## src/rtl/sdram_arb_pkg.sv

```systemverilog
`default_nettype none
// ============================================================================
//  Module      : sdram_arb_pkg
//  Description : Shared types and widths for the two-port SDRAM command
//                arbiter (state encoding, port identifiers, field widths).
//  Revision    : 1.0 - initial release
// ============================================================================
package sdram_arb_pkg;

    localparam int c_ADDR_W  = 23;
    localparam int c_DATA_W  = 32;
    localparam int c_BE_W    = 4;
    localparam int c_TIMER_W = 10;

    typedef enum logic [1:0] {
        IDLE    = 2'd0,
        ISSUE   = 2'd1,
        WAIT_RD = 2'd2
    } arb_state_t;

    typedef enum logic {
        PORT_A = 1'b0,
        PORT_B = 1'b1
    } port_id_t;

    // The port that did not win last time; used for round-robin fairness.
    function automatic port_id_t other_port(input port_id_t p);
        return (p == PORT_A) ? PORT_B : PORT_A;
    endfunction

endpackage
`default_nettype wire

```

## src/rtl/arb2_grant.sv

```systemverilog
`default_nettype none
// ============================================================================
//  Module      : arb2_grant
//  Description : Combinational two-way grant. A lone requester always wins;
//                on a tie the winner is port A (fixed priority) or the port
//                that was not granted last (round-robin).
//  Revision    : 1.0 - initial release
// ============================================================================
module arb2_grant
    import sdram_arb_pkg::*;
#(
    parameter int PRIORITY_MODE = 0
) (
    input  logic     i_a_valid,
    input  logic     i_b_valid,
    input  port_id_t i_last_grant,
    output port_id_t o_grant,
    output logic     o_any_valid
);

    // Pick the winner from the current request pair and the grant history
    always_comb begin
        o_any_valid = i_a_valid | i_b_valid;
        o_grant     = PORT_A;
        if (i_a_valid && i_b_valid) begin
            o_grant = (PRIORITY_MODE == 1) ? PORT_A : other_port(i_last_grant);
        end else if (i_b_valid) begin
            o_grant = PORT_B;
        end
    end

endmodule
`default_nettype wire

```

## src/rtl/sdram_port_arbiter.sv

```systemverilog
`default_nettype none
// ============================================================================
//  Module      : sdram_port_arbiter
//  Description : Shares the SDRAM controller command/read port between the
//                acquisition writer (A) and the readback reader (B). One
//                command in flight, at most one outstanding read, read data
//                steered back to the issuing port, sticky read-timeout flag.
//  Revision    : 1.0 - initial release
// ============================================================================
module sdram_port_arbiter
    import sdram_arb_pkg::*;
#(
    parameter int PRIORITY_MODE = 0,
    parameter int READ_TIMEOUT  = 1023
) (
    input  logic                clk,
    input  logic                rst,

    input  logic                a_valid,
    input  logic                a_wr,
    input  logic [c_ADDR_W-1:0] a_addr,
    input  logic [c_DATA_W-1:0] a_data,
    input  logic [c_BE_W-1:0]   a_be,
    output logic                a_ack,
    output logic [c_DATA_W-1:0] a_rdata,
    output logic                a_rvalid,

    input  logic                b_valid,
    input  logic                b_wr,
    input  logic [c_ADDR_W-1:0] b_addr,
    input  logic [c_DATA_W-1:0] b_data,
    input  logic [c_BE_W-1:0]   b_be,
    output logic                b_ack,
    output logic [c_DATA_W-1:0] b_rdata,
    output logic                b_rvalid,

    input  logic                cmd_ready,
    output logic                cmd_enable,
    output logic                cmd_wr,
    output logic [c_ADDR_W-1:0] cmd_address,
    output logic [c_DATA_W-1:0] cmd_data_in,
    output logic [c_BE_W-1:0]   cmd_byte_enable,

    input  logic [c_DATA_W-1:0] data_out,
    input  logic                data_out_ready,

    output logic                busy,
    output logic                rd_timeout
);

    // Last timer value before the read is abandoned; the timer starts at 0
    // on the first WAIT_RD cycle, so the read waits READ_TIMEOUT cycles.
    localparam logic [c_TIMER_W-1:0] c_TIMER_LAST = c_TIMER_W'(READ_TIMEOUT - 1);

    arb_state_t             r_state;
    port_id_t               r_grant;
    port_id_t               r_last_grant;
    logic [c_TIMER_W-1:0]   r_timer;

    port_id_t               w_grant;
    logic                   w_any_valid;
    logic                   w_sel_wr;
    logic [c_ADDR_W-1:0]    w_sel_addr;
    logic [c_DATA_W-1:0]    w_sel_data;
    logic [c_BE_W-1:0]      w_sel_be;

    arb2_grant #(
        .PRIORITY_MODE (PRIORITY_MODE)
    ) u_grant (
        .i_a_valid    (a_valid),
        .i_b_valid    (b_valid),
        .i_last_grant (r_last_grant),
        .o_grant      (w_grant),
        .o_any_valid  (w_any_valid)
    );

    // Route the winning requester's command fields toward the command register
    always_comb begin
        w_sel_wr   = a_wr;
        w_sel_addr = a_addr;
        w_sel_data = a_data;
        w_sel_be   = a_be;
        if (w_grant == PORT_B) begin
            w_sel_wr   = b_wr;
            w_sel_addr = b_addr;
            w_sel_data = b_data;
            w_sel_be   = b_be;
        end
    end

    // Acks tell the granted requester its command was taken at this edge
    assign a_ack = (r_state == ISSUE) && (r_grant == PORT_A) && cmd_ready;
    assign b_ack = (r_state == ISSUE) && (r_grant == PORT_B) && cmd_ready;
    assign busy  = (r_state != IDLE);

    // Arbitration FSM: grant in IDLE, hold the command in ISSUE until taken,
    // then wait for read data (or give up) in WAIT_RD
    always_ff @(posedge clk or posedge rst) begin
        if (rst) begin
            r_state         <= IDLE;
            r_grant         <= PORT_A;
            r_last_grant    <= PORT_B;
            r_timer         <= '0;
            cmd_enable      <= 1'b0;
            cmd_wr          <= 1'b0;
            cmd_address     <= '0;
            cmd_data_in     <= '0;
            cmd_byte_enable <= '0;
            a_rdata         <= '0;
            b_rdata         <= '0;
            a_rvalid        <= 1'b0;
            b_rvalid        <= 1'b0;
            rd_timeout      <= 1'b0;
        end else begin
            a_rvalid <= 1'b0;
            b_rvalid <= 1'b0;
            case (r_state)
                IDLE: begin
                    if (w_any_valid) begin
                        cmd_enable      <= 1'b1;
                        cmd_wr          <= w_sel_wr;
                        cmd_address     <= w_sel_addr;
                        cmd_data_in     <= w_sel_data;
                        cmd_byte_enable <= w_sel_be;
                        r_grant         <= w_grant;
                        r_last_grant    <= w_grant;
                        r_state         <= ISSUE;
                    end
                end
                ISSUE: begin
                    if (cmd_ready) begin
                        cmd_enable <= 1'b0;
                        if (cmd_wr) begin
                            r_state <= IDLE;
                        end else begin
                            r_timer <= '0;
                            r_state <= WAIT_RD;
                        end
                    end
                end
                WAIT_RD: begin
                    // A strobe on the final timer cycle still counts as data
                    if (data_out_ready) begin
                        if (r_grant == PORT_A) begin
                            a_rdata  <= data_out;
                            a_rvalid <= 1'b1;
                        end else begin
                            b_rdata  <= data_out;
                            b_rvalid <= 1'b1;
                        end
                        r_state <= IDLE;
                    end else if (r_timer == c_TIMER_LAST) begin
                        rd_timeout <= 1'b1;
                        r_state    <= IDLE;
                    end else begin
                        r_timer <= r_timer + 1'b1;
                    end
                end
                default: begin
                    r_state <= IDLE;
                end
            endcase
        end
    end

endmodule
`default_nettype wire

```

## config.mk

```make
export PLATFORM = sky130hd
export DESIGN_NAME = sdram_port_arbiter
export DESIGN_NICKNAME = d
export VERILOG_FILES = /design/src/rtl/sdram_arb_pkg.sv /design/src/rtl/arb2_grant.sv /design/src/rtl/sdram_port_arbiter.sv
export SDC_FILE = /design/constraint.sdc
export NUM_CORES = 1
export LEC_CHECK = 0
export BUFFER_PORTS_ARGS = -buffer_cell sky130_fd_sc_hd__buf_2
export CORE_UTILIZATION = 47
export DETAILED_ROUTE_END_ITERATION = 8
export PLACE_DENSITY = 0.83
export SYNTH_ARGS = -nofsm -noshare
export SYNTH_HDL_FRONTEND = slang
export SYNTH_SLANG_ARGS = --single-unit
export TNS_END_PERCENT = 1
```

## constraint.sdc

```tcl
create_clock -name clk -period 4.7 [get_ports clk]
set_clock_uncertainty 0.1 [all_clocks]
set_input_delay 0.47 -clock clk [delete_from_list [all_inputs] [get_ports clk]]
set_output_delay 0.47 -clock clk [all_outputs]
set_load 0.02 [all_outputs]
```

# Word level (Yosys, flattened, before mapping)

Index checks and enable logic that the tools add are counted.

Output and inout bits: 131
Logic and storage cells: 70
Bits in registers: 142
Input bits: 158

Equal/unequal tests: 9
Mux-type cells: 27
Add/sub/neg operators: 1
Bitwise gates (word level): 3
Reduce and logical (&&, ||, !) cells: 16

Operators by type and width:

| cell                    | count |
|---|---|
| $mux W10                | 4 |
| $mux W32                | 1 |
| $mux W23                | 1 |
| $pmux W10 S2            | 1 |
| $reduce_and A3 Y1       | 5 |
| $mux W1                 | 12 |
| $add A10 B1 Y10 const B | 1 |
| $eq A10 B10 Y1 const B  | 1 |
| $mux W2                 | 5 |
| $ne A2 B2 Y1 const B    | 4 |
| $pmux W2 S3             | 1 |
| $reduce_bool A2 Y1      | 3 |
| $logic_and A1 B1 Y1     | 5 |
| $reduce_and A5 Y1       | 1 |
| $mux W4                 | 1 |
| $ne A3 B3 Y1 const B    | 1 |
| $eq A2 B1 Y1 const B    | 1 |
| $eq A2 B2 Y1 const B    | 1 |
| $logic_not A2 Y1        | 1 |
| $ne A2 B1 Y1 const B    | 1 |
| $not A1 Y1              | 2 |
| $pmux W1 S2             | 1 |
| $reduce_and A2 Y1       | 1 |
| $or A1 B1 Y1            | 1 |

# Depth between registers and ports, before layout

Gate-level depths: netlist of run 1.

Depth after elaboration: 4
Depth in mapped cells: 7
Gate-level depth less buffers: 6

# Modules after synthesis

A second synthesis of run 1 with hierarchy kept.

Cell total of the unflattened synthesis: 493
Area total of the unflattened synthesis: 6054.6 um^2

Modules (own cells, without submodules):

| module             | times used | seq. area each (um^2) | area an instance (um^2) | cells an instance |
|---|---|---|---|---|
| sdram_port_arbiter | 1          | 3554.7                | 6040.8                  | 491 |
| arb2_grant         | 1          | 0.0                   | 13.8                    | 2 |

# Worst setup path before layout of run 1

No wires, ideal clock.

Kind: reg2reg
Start: reg r_timer[0]
End: reg r_timer[7]
Stages on the path, launching flop included: 8
Required time: 4.468 ns
Arrival time: 1.442 ns
Clock period less this slack: 1.675 ns
Setup time: 0.132 ns
Buffers on the path: 1
Slack: 3.025 ns
Cell sequence: dfrtp_1 -> inv_1 -> ha_1 -> and4_1 -> and4b_1 -> buf_6 -> o31ai_1 -> o31ai_1

Longest elaborated chain between the ends: 4
Elaborated cells between the ends (all ways): 7
Those cells by class: add/sub: 1; eq/ne: 2; mux: 3; reduce/logical: 1

RTL lines:

| element                | line                      | RTL |
|---|---|---|
| start, declared        | sdram_port_arbiter.sv:58  | `logic [c_TIMER_W-1:0] r_timer;` |
| start signal, assigned | sdram_port_arbiter.sv:156 | `r_timer <= r_timer + 1'b1;` |
| $add A10 B1 Y10        | sdram_port_arbiter.sv:156 |  |
| $mux W10               | sdram_port_arbiter.sv:152 | `end else if (r_timer == c_TIMER_LAST) begin` |
| $mux W10               | sdram_port_arbiter.sv:143 | `if (data_out_ready) begin` |
| $pmux W10 S2           | sdram_port_arbiter.sv:117 | `case (r_state)` |

Parallel ways exist; a longest one is shown, timed or not. The select of a mux whose other input is x is not followed.
A chain may end at the register's enable or synchronous reset.

# Worst setup path in the final report of run 1

Start: reg r_last_grant
End: reg cmd_byte_enable[0]

Longest elaborated chain between the ends: 3

RTL lines:

| element                | line                      | RTL |
|---|---|---|
| start, declared        | sdram_port_arbiter.sv:57  | `port_id_t r_last_grant;` |
| start signal, assigned | sdram_port_arbiter.sv:126 | `r_last_grant <= w_grant;` |
| $mux W1                | sdram_arb_pkg.sv:28       | `return (p == PORT_A) ? PORT_B : PORT_A;` |
| $mux W1                | arb2_grant.sv:25          | `if (i_a_valid && i_b_valid) begin` |
| $mux W4                | sdram_port_arbiter.sv:83  | `if (w_grant == PORT_B) begin` |
| end signal, assigned   | sdram_port_arbiter.sv:124 | `cmd_byte_enable <= w_sel_be;` |
| end, declared          | sdram_port_arbiter.sv:42  | `output logic [c_BE_W-1:0] cmd_byte_enable,` |

Every way passes these cells.

==> results.py, run 1 <==
metrics = {
    "clock_network": {
        "clkTransAtPathRegs_ps": 60,
        "cts_max_level": 4,
        "cts_tree": "yes",
        "clock-sinks": 142,
        "cts-root-buf": "clkbuf_16",
        "hold_buffers": 0,
        "clock_latency_ps": 410,
        "cts_made_buffers": 17,
        "post_cts_resized": 0,
        "cts_setup_buffers": 0,
        "cts.path.max_buffers": 2,
    },
    "yosys": {
        "synth-simple-area-share": 0.07601,
        "synth.avg_cell_area_sq_um": 12.46,
        "synth_seq_cells": 142,
        "ys_types": 42,
        "synth-compound-area-share": 0.08648,
        "seq_area_frac_synth": 0.5836,
        "yosysWarningCount": 0,
        "synth_nets": 649,
        "synth_mux_area_frac": 0.2169,
        "yosys.area.top_type": "dfrtp_1",
        "synth_area_sq_um": 6091,
        "synth_area_leaders": "dfrtp_1 58%, mux2_2 11%, mux2i_1 9.9%",
        "synthAdderAreaFrac": 0.004108,
        "syn_inst": 489,
        "synthXorXnorAreaFrac": 0,
        "synth_top_family_by_area": "multiplexers",
        "synth_top_area_frac": 0.5793,
    },
    "die": {
        "die-width_um": 115.8,
        "chipHeight_um": 115.8,
        "core_sq_um": 12620,
        "initial_utilization": 0.4826,
        "placementRows": 41,
        "fp.dieArea_sq_um": 13420,
        "io_pins": 289,
    },
    "timing": {
        "fin_crit_sh": 0.4722,
        "tightestPinTransition_ps": 970.6,
        "fin_ws_ps": 2481,
        "fmax_mhz": 450.6,
        "final_max_slew_viol_count": 0,
        "rsz0062_at_grt": "no",
        "tns_ps": 0,
        "period_needed_ps": 2219,
        "slew_headroom": 0.3514,
        "setup_viol": 0,
        "hold_viol_final": 0,
    },
    "run_status": {
        "status": "complete, no violations",
    },
    "setup_path": {
        "timing.rr.end": "cmd_byte_enable[0]",
        "max_stage_delay_ps": 740,
        "path_buf_inv": 1,
        "path_max_fanout": 52,
        "startpoint_type": "flip-flop",
        "r2r_setup_slack_ps": 2480,
        "reg2reg_from": "r_last_grant",
        "cp_top_family": "buffers and inverters",
        "crit_path_end_kind": "flip-flop",
        "slowest_stage": "buf_4",
        "path_cells": "a21boi_4 -> buf_4 -> mux2i_1 -> o21ai_0",
        "arrival_ps": 2360,
        "critPathKind": "flip-flop to flip-flop",
        "crit_required_ps": 4840,
        "r2r_cells": 4,
    },
    "layout": {
        "drive_above_1_share": 0.4981,
        "fin_nets": 930,
        "final_cell_count_no_fill": 954,
        "multiInputGateArea_sq_um": 2364,
        "seq_area_sq_um": 3555,
        "nFillCells": 995,
        "syn_to_final_growth_pct": 36.59,
    },
    "pwr": {
        "peakVddDrop_mv": 0.3544,
        "power_leakage_nw": 4.309,
        "p_per_area_nw_per_um2": 730.3,
    },
    "grt": {
        "grt_pass1_wl_um": 22740,
        "grt_pass1_vias": 4682,
        "antenna_found_initial": 1,
        "grt_max_degree": 106,
        "globalRouteOverflowTotal": 0,
        "grt.total_usage": 0.2258,
    },
    "place": {
        "gp_congestion": 0.8101,
        "place.port_buffers": 288,
        "dp.cells": 923,
        "dp_hpwl_um": 11020,
        "post-place-ws_ps": 2255,
    },
    "routing": {
        "drt_iter0_drc": 251,
        "drtAntennaViolNets": 0,
        "avgViaCountPerCell": 5.045,
        "wirelength_um": 15070,
        "drc": 0,
        "wl_per_cell_um": 15.80,
        "vias": 4813,
        "dr.pass1.iters": 4,
    },
    "min_path": {
        "hold_path.class": "primary input to asynchronous set/reset pin",
    },
    "flow_run": {
        "drv_cap": 0,
    },
}
## worst max-delay path by stage
stage / slack [ps] / endpoint / cells after the start / from
finish: 2480 / cmd_byte_enable[0] / 4 / r_last_grant
CTS: 2460 / cmd_byte_enable[0] / 4 / r_last_grant
global placement: 2270 / cmd_byte_enable[2] / 5 / b_valid
floorplan: 320 / a_rdata[0] / 1 / rst
global route: 2300 / cmd_byte_enable[0] / 4 / r_last_grant
detailed placement: 2250 / cmd_byte_enable[0] / 5 / b_valid
## metal layers
layer,global-route usage,up-vias,part of all wire
li1,-,2304,-
met1,0.2498,2268,0.40
met2,0.3837,207,0.49
met3,0.07008,34,0.078
met4,0.1325,0,0.036
met5,0,-,0
## cell usage after synthesis
cell type and number:
a41oi_1 1, nor2_2 1, clkbuf_1 5, and4bb_4 1, a31oi_1 5, and4b_1 1, mux2_2 57, a31oi_4 1
buf_1 1, o21bai_1 1, buf_6 4, a21oi_1 7, nand2_1 66, and3_1 3, nand2b_1 3, and2b_1 1
a21boi_0 1, a22o_1 1, o21ai_4 1, o21ai_0 64, buf_2 10, o21a_1 1, nand4_1 3, o21ai_1 5
dfrtp_1 141, mux2_1 7, and4_1 3, inv_1 4, buf_4 9, ha_1 2, nor3_1 1, and2b_2 1
dfstp_2 1, nand3_1 3, nand3_4 1, or3b_1 1, nor2_1 3, or2b_1 1, mux2i_1 60, nor2_4 1
nand3b_1 1, o31ai_1 5
## where the power goes
group	leakage, nW	internal (mW)	switching, mW
Sequential	1.77	1.79	0.303
Clock	0.343	1.09	0.494
Combinational	2.20	0.885	1.51
## cell usage in the layout (no fill, tap or decap), types with 2 or more instances in the layout
cell type	synthesis	routed
nand2b_1	3	3
dfrtp_1	141	141
mux2i_1	60	60
nand4_1	3	3
nor2_1	3	3
inv_1	4	3
clkbuf_16	0	17
o21ai_1	5	4
mux2_1	7	7
nand2_1	66	66
buf_4	9	3
o21ai_0	64	64
a21oi_1	7	7
and3_1	3	3
and4_1	3	3
ha_1	2	2
bufinv_16	0	7
mux2_2	57	57
inv_6	0	2
nor2_4	1	2
nand3_1	3	3
o31ai_1	5	5
clkbuf_8	0	3
a31oi_1	5	5
buf_2	10	288
o21ai_4	1	2
## state kept, by name (all words and copies together) (netlist names), 2 cells and up
signal,count
r_timer,10
cmd_data_in,32
a_rdata,32
r_state,2
cmd_byte_enable,4
b_rdata,32
cmd_address,23
## area by class of cell
| cell class | count | area share |
|---|---|---|
| multi-input combinational | 314 | 0.2841 |
| sequential | 142 | 0.4273 |
| antenna | 1 | 0.0003008 |
| inverter | 4 | 0.002406 |
| timing repair buffer | 291 | 0.1760 |
| clock inverter | 10 | 0.02797 |
| clock buffer | 20 | 0.05610 |
| tap | 172 | 0.02587 |
## worst reg2reg max path: cells and delay by family, from the launching register on
family | cells | cell delay (ps)
flops | 1 | 390
compound gates | 2 | 480
buf+inv | 1 | 740
mux | 1 | 340
## cell families (layout without fill, tap and decap cells)
group,after synthesis,in the layout
AO/OA/AOI/OAI,93,93
adder cells (fa/ha/maj),2,2
buffers and inverters,33,325
flip-flops,142,142
multiplexers,124,124
other,0,1
AND/OR/NAND/NOR,95,95
## per-stage QoR
step                utilization  hold WS [ps]  cell area [sq um]  total power [mW]
floorplan                     -         337.7               6091             3.657
detailed placement       0.6036         364.8               7617             4.525
finish                   0.6592         166.4               8319             6.076
CTS                      0.6590         175.0               8317             6.136
global placement         0.6036         355.7               7617             4.437
global route             0.6592         173.2               8319             6.453
(Power assumes the default switching activity.)
==> run 2: changes to the inputs <==
==> constraint.sdc (replaced) <==
create_clock -name clk -period 2.2 [get_ports clk]
set_clock_uncertainty 0.1 [all_clocks]
set_input_delay 0.22 -clock clk [delete_from_list [all_inputs] [get_ports clk]]
set_output_delay 0.22 -clock clk [all_outputs]
set_load 0.02 [all_outputs]
==> results.py, run 2 (synthesis gave the netlist of run 1 again) <==
metrics = {
    "grt": {
        "globalRouteOverflowTotal": 0,
        "antenna_found_initial": 0,
        "grt.total_usage": 0.2835,
        "grt_max_degree": 99,
        "grt_pass1_wl_um": 28410,
        "grt_pass1_vias": 5702,
    },
    "timing": {
        "period_needed_ps": 2223,
        "setup_viol": 2,
        "fin_crit_sh": 1.011,
        "hold_viol_final": 0,
        "final_max_slew_viol_count": 0,
        "tightestPinTransition_ps": 662.1,
        "fmax_mhz": 449.8,
        "fin_ws_ps": -23.28,
        "slew_headroom": 0.5569,
    },
    "setup_path": {
        "crit_required_ps": 2380,
        "startpoint_type": "primary input",
        "r2r_cells": 7,
        "path_max_fanout": 6,
        "crit_path_end_kind": "flip-flop",
        "r2r_setup_slack_ps": 50,
        "timing.rr.end": "cmd_data_in[15]",
        "arrival_ps": 2400,
        "reg2reg_from": "r_last_grant",
        "critPathKind": "primary input to flip-flop",
    },
    "pwr": {
        "peakVddDrop_mv": 0.6473,
        "clkPwrFrac": 0.212,
        "seqPwrFrac": 0.349,
        "pwr-share-comb": 0.440,
        "switching_share": 0.4081,
        "power_switching_mw": 5.312,
        "p_per_area_nw_per_um2": 1375,
        "intPower_mw": 7.704,
        "total_power_mw": 13.02,
        "power_leakage_nw": 4.775,
    },
    "run_status": {
        "violations": "setup timing",
        "status": "complete, but fails checks",
    },
    "die": {
        "placementRows": 41,
        "initial_utilization": 0.4826,
        "fp.dieArea_sq_um": 13420,
        "chipHeight_um": 115.8,
        "core_sq_um": 12620,
        "io_pins": 289,
        "die-width_um": 115.8,
    },
    "layout": {
        "final_cell_mix": "287 x buf_2, 141 x dfrtp_1, 109 x dlygate4sd3_1, 66 x nand2_1, 64 x o21ai_0",
        "fin_util": 0.7503,
        "final_common_cell": "buf_2",
        "reg.largest.list": "a_rdata x32, b_rdata x32, cmd_data_in x32",
        "drive_above_1_share": 0.4444,
        "final_cell_area_sq_um": 9469,
        "nFillCells": 792,
        "syn_to_final_growth_pct": 55.46,
        "fin_nets": 1048,
        "diodes": 0,
    },
    "flow_run": {
        "drv_cap": 0,
    },
    "clock_network": {
        "cts.path.max_buffers": 2,
        "cts_tree": "yes",
        "clkTransAtPathRegs_ps": 60,
        "cts-root-buf": "clkbuf_16",
        "cts_made_buffers": 17,
        "cts_max_level": 4,
        "clock_latency_ps": 410,
        "clock-sinks": 142,
    },
    "routing": {
        "wl_per_cell_um": 18.32,
        "drt_iter0_drc": 474,
        "wirelength_um": 19640,
        "drc": 0,
        "vias": 5570,
        "drtAntennaViolNets": 0,
        "dr.pass1.iters": 5,
        "avgViaCountPerCell": 5.196,
    },
    "place": {
        "place_area_sq_um": 7716,
        "dp_hpwl_um": 10800,
        "gp_congestion": 0.8525,
        "place.port_buffers": 288,
    },
    "min_path": {
        "hold_depth": 3,
        "hold_start": "b_data[22]",
        "hold_path.class": "primary input to flip-flop",
        "min_to": "cmd_data_in[22]",
    },
}
==> run 2: cell types whose count changed in the layout (fill, tap and decap cells not counted), moves of 4 or more <==
cell,delta
dlygate4sd3_1,+109
bufinv_16,-6
clkinvlp_4,+4
buf_12,+6
==> run 2: timing repair <==
action / CTS / global route
resized for setup: 0 / 10
endpoints found under the setup margin: 0 / 29
hold buffers: 109 / 0
endpoints found under the hold margin: 247 / 0
setup buffers: 0 / 2
==> run 2: cell type report <==
type,instances,area (sq um),area share
clock buffers,22,484.2,0.05114
clock inverters,9,85.08,0.008985
inverters,4,18.77,0.001982
multi-input cells,314,2371,0.2504
flip-flops and latches,142,3555,0.3754
well taps,172,215.2,0.02273
repair buffers,409,2740,0.2894
==> run 2: power by group through the flow <==
stage,combinational (mW),clock (mW),sequential (mW)
2_1_floorplan,1.94,0,5.87
3_3_place_gp,5.11,0,4.42
3_5_place_dp,5.23,0,4.49
4_1_cts,5.47,2.79,4.46
5_1_grt,6.13,2.89,4.66
6_report,5.72,2.75,4.54
==> run 2: metrics by stage <==
stage | setup TNS [ps] | worst slack, ps | instances | hold WS [ps]
2_1_floorplan | 0 | 103.7 | 489 | 182.9
3_3_place_gp | 0 | 433.3 | 928 | 287.1
3_5_place_dp | 0 | 373.0 | 928 | 294.8
4_1_cts | 0 | 83.45 | 1068 | 0.4770
5_1_grt | -165.3 | -45.70 | 1072 | 3.486
6_report | -27.69 | -23.28 | 1072 | 18.35
==> run 2: worst max-delay path by stage <==
stage,endpoint,start,slack [ps]
final,cmd_data_in[15],a_valid,-20
after CTS,cmd_data_in[5],a_valid,80
after detailed placement,b_rdata[28],r_state[0],370
after floorplan,a_rdata[0],rst,100
after global routing,cmd_data_in[15],a_valid,-50
after global placement,b_rdata[18],r_state[0],430
==> run 2: critical path, cell delays in order <==
cell           delay (ps)
dlygate4sd3_1         660
a21boi_4              230
buf_12                150
buf_6                  90
buf_8                 140
mux2i_1               220
dlygate4sd3_1         580
o21ai_0               100
==> run 2: per-layer routing <==
metal,vias up,track usage,part of all wire
li1,2533,-,-
met1,2689,0.3106,0.38
met2,285,0.4869,0.50
met3,63,0.07897,0.075
met4,0,0.1778,0.044
met5,-,0,0
